--- config.mk ---
export PLATFORM = sky130hd
export DESIGN_NAME = cache_line_fill
export DESIGN_NICKNAME = d
export VERILOG_FILES = /design/src/rtl/cache_line_fill.sv
export SDC_FILE = /design/constraint.sdc
export NUM_CORES = 2
export LEC_CHECK = 0
export ABC_CLOCK_PERIOD_IN_PS = 2300
export CORE_AREA = 3 3 496 498
export DETAILED_ROUTE_END_ITERATION = 10
export DIE_AREA = 0 0 499 501
export PLACE_DENSITY_LB_ADDON = 0.25
export REMOVE_ABC_BUFFERS = 1
export SYNTH_ARGS = -nofsm -noshare
export SYNTH_HDL_FRONTEND = slang
export SYNTH_SLANG_ARGS = --single-unit
--- constraint.sdc ---
create_clock -name clk -period 2.3 [get_ports clk]
set_input_delay 0.23 -clock clk [delete_from_list [all_inputs] [get_ports clk]]
set_output_delay 0.23 -clock clk [all_outputs]
set_load 0.02 [all_outputs]
--- src/rtl/cache_line_fill.sv ---
`default_nettype none
// ============================================================================
// Module  : cache_line_fill
// Purpose : Single-transaction line mover between the write-back cache and a
//           64-bit memory bus: optional victim writeback, then line refill.
// Revision: 1.0 - initial release
// ============================================================================
module cache_line_fill #(
  parameter int ADDR_W = 32,
  parameter int LINE_W = 512,
  parameter int BEAT_W = 64
) (
  input  logic              clk,
  input  logic              rst,
  input  logic              req_valid,
  output logic              req_ready,
  input  logic [ADDR_W-1:0] req_addr,
  input  logic              wb_valid,
  input  logic [ADDR_W-1:0] wb_addr,
  input  logic [LINE_W-1:0] wb_data,
  output logic              ram_ready,
  output logic [LINE_W-1:0] ram_in,
  output logic              busy,
  output logic              err,
  output logic              mem_cmd_valid,
  input  logic              mem_cmd_ready,
  output logic              mem_cmd_write,
  output logic [ADDR_W-1:0] mem_cmd_addr,
  output logic              mem_wdata_valid,
  input  logic              mem_wdata_ready,
  output logic [BEAT_W-1:0] mem_wdata,
  output logic              mem_wdata_last,
  input  logic              mem_rdata_valid,
  input  logic [BEAT_W-1:0] mem_rdata,
  input  logic              mem_rdata_last
);

  localparam int BEATS = LINE_W / BEAT_W;
  localparam int CNT_W = $clog2(BEATS);
  localparam logic [CNT_W-1:0]  LAST_BEAT = CNT_W'(BEATS - 1);
  localparam logic [ADDR_W-1:0] LINE_MASK = ~(ADDR_W'(LINE_W / 8 - 1));

  typedef enum logic [2:0] {
    IDLE    = 3'd0,
    WB_CMD  = 3'd1,
    WB_DATA = 3'd2,
    RD_CMD  = 3'd3,
    RD_DATA = 3'd4,
    DONE    = 3'd5
  } state_t;

  state_t                     state;
  logic [CNT_W-1:0]           beat;
  logic [CNT_W-1:0]           beat_inc;
  logic [ADDR_W-1:0]          req_addr_q;
  logic [LINE_W-1:0]          wb_buf;
  logic [LINE_W-BEAT_W-1:0]   line_buf;

  assign beat_inc = beat + 1'b1;

  // Victim beats are shifted out of the bottom of wb_buf; refill beats are
  // shifted in at the top of line_buf so beat 0 lands in bits [63:0].
  always_ff @(posedge clk or negedge rst) begin
    if (!rst) begin
      state           <= IDLE;
      beat            <= '0;
      req_addr_q      <= '0;
      wb_buf          <= '0;
      line_buf        <= '0;
      req_ready       <= 1'b1;
      busy            <= 1'b0;
      err             <= 1'b0;
      ram_ready       <= 1'b0;
      ram_in          <= '0;
      mem_cmd_valid   <= 1'b0;
      mem_cmd_write   <= 1'b0;
      mem_cmd_addr    <= '0;
      mem_wdata_valid <= 1'b0;
      mem_wdata       <= '0;
      mem_wdata_last  <= 1'b0;
    end else begin
      ram_ready <= 1'b0;
      if (mem_rdata_valid && state != RD_DATA) begin
        err <= 1'b1;
      end

      case (state)
        IDLE: begin
          if (req_valid) begin
            req_addr_q    <= req_addr & LINE_MASK;
            wb_buf        <= wb_data;
            req_ready     <= 1'b0;
            busy          <= 1'b1;
            mem_cmd_valid <= 1'b1;
            if (wb_valid) begin
              state         <= WB_CMD;
              mem_cmd_write <= 1'b1;
              mem_cmd_addr  <= wb_addr & LINE_MASK;
            end else begin
              state         <= RD_CMD;
              mem_cmd_write <= 1'b0;
              mem_cmd_addr  <= req_addr & LINE_MASK;
            end
          end
        end

        WB_CMD: begin
          if (mem_cmd_ready) begin
            mem_cmd_valid   <= 1'b0;
            mem_cmd_write   <= 1'b0;
            mem_wdata_valid <= 1'b1;
            mem_wdata       <= wb_buf[BEAT_W-1:0];
            mem_wdata_last  <= 1'b0;
            wb_buf          <= wb_buf >> BEAT_W;
            beat            <= '0;
            state           <= WB_DATA;
          end
        end

        WB_DATA: begin
          if (mem_wdata_ready) begin
            if (beat == LAST_BEAT) begin
              mem_wdata_valid <= 1'b0;
              mem_wdata_last  <= 1'b0;
              mem_cmd_valid   <= 1'b1;
              mem_cmd_write   <= 1'b0;
              mem_cmd_addr    <= req_addr_q;
              state           <= RD_CMD;
            end else begin
              beat           <= beat_inc;
              mem_wdata      <= wb_buf[BEAT_W-1:0];
              mem_wdata_last <= (beat_inc == LAST_BEAT);
              wb_buf         <= wb_buf >> BEAT_W;
            end
          end
        end

        RD_CMD: begin
          if (mem_cmd_ready) begin
            mem_cmd_valid <= 1'b0;
            beat          <= '0;
            state         <= RD_DATA;
          end
        end

        RD_DATA: begin
          if (mem_rdata_valid) begin
            line_buf <= {mem_rdata, line_buf[LINE_W-BEAT_W-1:BEAT_W]};
            beat     <= beat_inc;
            // A misplaced last flag is only reported; the beat count governs.
            if (mem_rdata_last != (beat == LAST_BEAT)) begin
              err <= 1'b1;
            end
            if (beat == LAST_BEAT) begin
              ram_in    <= {mem_rdata, line_buf};
              ram_ready <= 1'b1;
              state     <= DONE;
            end
          end
        end

        DONE: begin
          busy      <= 1'b0;
          req_ready <= 1'b1;
          state     <= IDLE;
        end

        default: begin
          state <= IDLE;
        end
      endcase
    end
  end

endmodule
`default_nettype wire

==> summary.txt <==
Run status
  • Status: finished clean

Placed design
  • Port-buffer cells: 1245
  • Placed cells: 9540
  • Area post-placement: 81300 um^2
  • Final GP Congestion: ~0.85
  • Dpl hpwl: roughly 170000 um

Synthesis
  • Ys async rst share: 1.00
  • Sequential element share of the synthesized area: 0.628
  • Synth top area share: 0.628
  • Yosys top cell by area: dfrtp_1
  • Synthesized flop and latch total: 1602
  • Yosys warning count: 0
  • Cell Area, Synth: 63800 um^2
  • Leading register cell type out of synthesis: dfrtp_1
  • Post-Syn Instances: 5202
  • Cells taking the most area after synthesis: dfrtp_1, mux2_2, nand2_1
  • Number of flops mapped to enable cells by yosys: 0
  • Count of cell types in the netlist: 45
  • Mean Syn Cell Area: 12.3 um^2

Pwr
  • VDD IR max: 0.000998 V
  • Total Power: 0.114 W
  • Cell Pwr Density: roughly 1200 nW/um^2
  • Pleak: roughly 42 nW

Cells and area
  • Fin nets: 7700
  • Area grow syn2layout: 45.7%
  • Post-route cell area: approximately 93000 um^2
  • Layout cells sized above 1: 0.221
  • Most frequent cells in the layout: dfrtp_1, clkdlybuf4s50_1, nand2_1, mux2_2, dlygate4sd3_1
  • Post-route insts no fill: 10460
  • Commonest non-fill, non-tap cell in the layout: dfrtp_1

Drt
  • DR DRC count: 0
  • Final wirelength: 226000 um
  • Total number of vias: 46881
  • DR iter-0 viols: 2594
  • Wire per inst: 21.6 um
  • TritonRoute pass-1 iters: 5
  • Post-DRT Antenna Nets: 0
  • Vias per cell: 4.48

STA
  • RSZ-0062 raised after global routing: no
  • Worst Clk Skew: 0.0544 ns
  • Worst slew pin tran: 0.633 ns
  • Final Cycle Share: 0.948
  • Peak Freq: between 0.4 and 0.5 GHz
  • Fin. max-slew vios: 0
  • Final setup fails: 0
  • Fin Hold WS: 0.0726 ns
  • Final Hold Viols: 0
  • Minimum clock period after layout: about 2.2 ns
  • Slew margin rel.: 0.578

Floorplan
  • Die width: 499 um
  • Placeable Area: about 240000 um^2
  • I/O Pins: 1264
  • # rows: roughly 180
  • Die Y: about 500 um
  • Die ar.: between 200000 and 250000 um^2
  • Initial Util: 0.263

CTS
  • Clock sink count: 1602
  • Root Driver: clkbuf_16
  • Clk slew on worst S/H paths: 0.06 ns
  • Clock buffer depth: 3
  • CTS tree: yes
  • Htree depth: 4
  • Worst-skew pair later-pin latency: 0.82 ns
  • CTS Buf Count: 181

Global routing
  • Overall global routing resource usage: 0.177
  • Initial antenna violation count: 133
  • Total grt overflow: 0
  • Largest net degree at the start of global routing: 108
  • Number of global-route vias before repair: around 48000
  • First-pass GRT wire length: 332000 um

Critical path
  • WP data required: roughly 3.0 ns
  • Worst stage delay on the critical path: roughly 0.38 ns
  • R2R Setup Slk: 0.12 ns
  • CP max FO: 49
  • Crit-path leading delay family: compound AO/OA/AOI/OAI gates
  • CP Cell Sequence: ha_1 -> ha_2 -> o21ai_2 -> o2111a_4 -> buf_12 -> buf_16 -> nor2_1 -> a31oi_1
  • Crit end category: register
  • FF-to-FF End: wb_buf[142]
  • Crit path buf inv count: 2
  • Critical path arrival: 2.87 ns
  • Depth of the most critical reg-to-reg path: 8
  • CP Launch Type: register
  • Crit Path Class: register to register
  • Slowest CP cell: dfrtp_1
  • Critical R2R Launch: beat[0]

Hold path
  • HP Class: input port to register
  • Hold Path Depth: 3
  • Hold Path Sink: wb_buf[355]
  • HP Start: wb_data[355]

Flow run
  • Max cap viols: 0
-- flip-flops by register name, summed over array words and instances (netlist names) --
register,flops
beat,3
busy,1
err,1
line_buf,448
mem_cmd_addr,26
mem_cmd_valid,1
mem_cmd_write,1
mem_wdata,64
mem_wdata_last,1
mem_wdata_valid,1
ram_in,512
ram_ready,1
req_addr_q,26
req_ready,1
state,3
wb_buf,512
-- metrics by stage --
stage,utilization,worst slack [ns],TNS [ns]
floorplan,-,-17.40,-
global placement,0.335,0.0175,0
detailed placement,0.335,-0.0175,-0.0189
CTS,0.382,0.00522,0
global route,0.383,0.0120,0
finish,0.383,0.121,0
-- routing by layer --
metal,routed length [um],vias to the layer above,track usage
met2,107000,1227,0.288
li1,-,21603,-
met1,98900,23627,0.232
met3,14000,354,0.0467
met5,424,-,0
met4,5720,70,0.0454
-- tightest hold or removal path, delay by kind of cell --
family / cells / cell delay (ns)
AND/OR/NAND/NOR: 1 / 0.13
AO/OA/AOI/OAI: 1 / 0.10
buffers and inverters: 1 / 0.40
-- power breakdown --
part | switching (W) | internal, W | leakage (nW) | total, W
sequential | 0.00484 | 0.0364 | 20.6 | 0.0413
clock | 0.0124 | 0.0173 | 3.03 | 0.0298
combinational | 0.0250 | 0.0178 | 18.6 | 0.0428
-- logic make-up (layout without fill, tap and decap cells) --
group | count (synthesis) | in the layout | synth area share
DFF | 1602 | 1602 | 0.628
other | 1 | 65 | 0.0000588
adders and majority gates | 3 | 3 | 0.000588
and+or+nand+nor | 1621 | 1621 | 0.0977
xor gates and xnor gates | 2 | 2 | 0.000275
buffers and inverters | 367 | 2359 | 0.0322
muxes | 1081 | 1081 | 0.190
AOI/OAI and AO/OA | 525 | 525 | 0.0507
-- what timing repair did --
item | in CTS | in global routing
endpoints found under the hold margin | 1752 | 0
setup buffers | 0 | 3
gates cloned | 0 | 1
resized for setup | 13 | 9
pin swaps | 0 | 1
endpoints found under the setup margin | 25 | 61
hold buffers | 524 | 0
-- cell usage after synthesis (all sizes together), types with 3 or more instances --
cell	number
nor2	480
inv	8
mux2	1052
a21oi	30
nand2b	5
dfrtp	1601
o21ai	35
nand3	65
nand2	1059
buf	254
clkbuf	105
ha	3
mux2i	29
a31oi	449
-- worst max path at each step --
stage,start,depth (start not counted),endpoint
detailed placement,beat[0],9,wb_buf[311]
global placement,beat[0],9,wb_buf[34]
floorplan,beat[1],4,ram_in[0]
CTS,mem_wdata[31],1,mem_wdata[31]
finish,beat[0],8,wb_buf[142]
global route,beat[0],9,wb_buf[98]
-- layout make-up --
cell class              instances  area [um^2]
fillers                     23581       150000
flip-flops and latches       1602        40100
multi-input cells            3238        21700
repair buffers               2018        20800
clock buffers                 267         5300
well taps                    3202         4010
clock inverters                66          855
diodes                         59          148
inverters                       8         30.0
No activity file was read; power rests on OpenSTA's default activity.
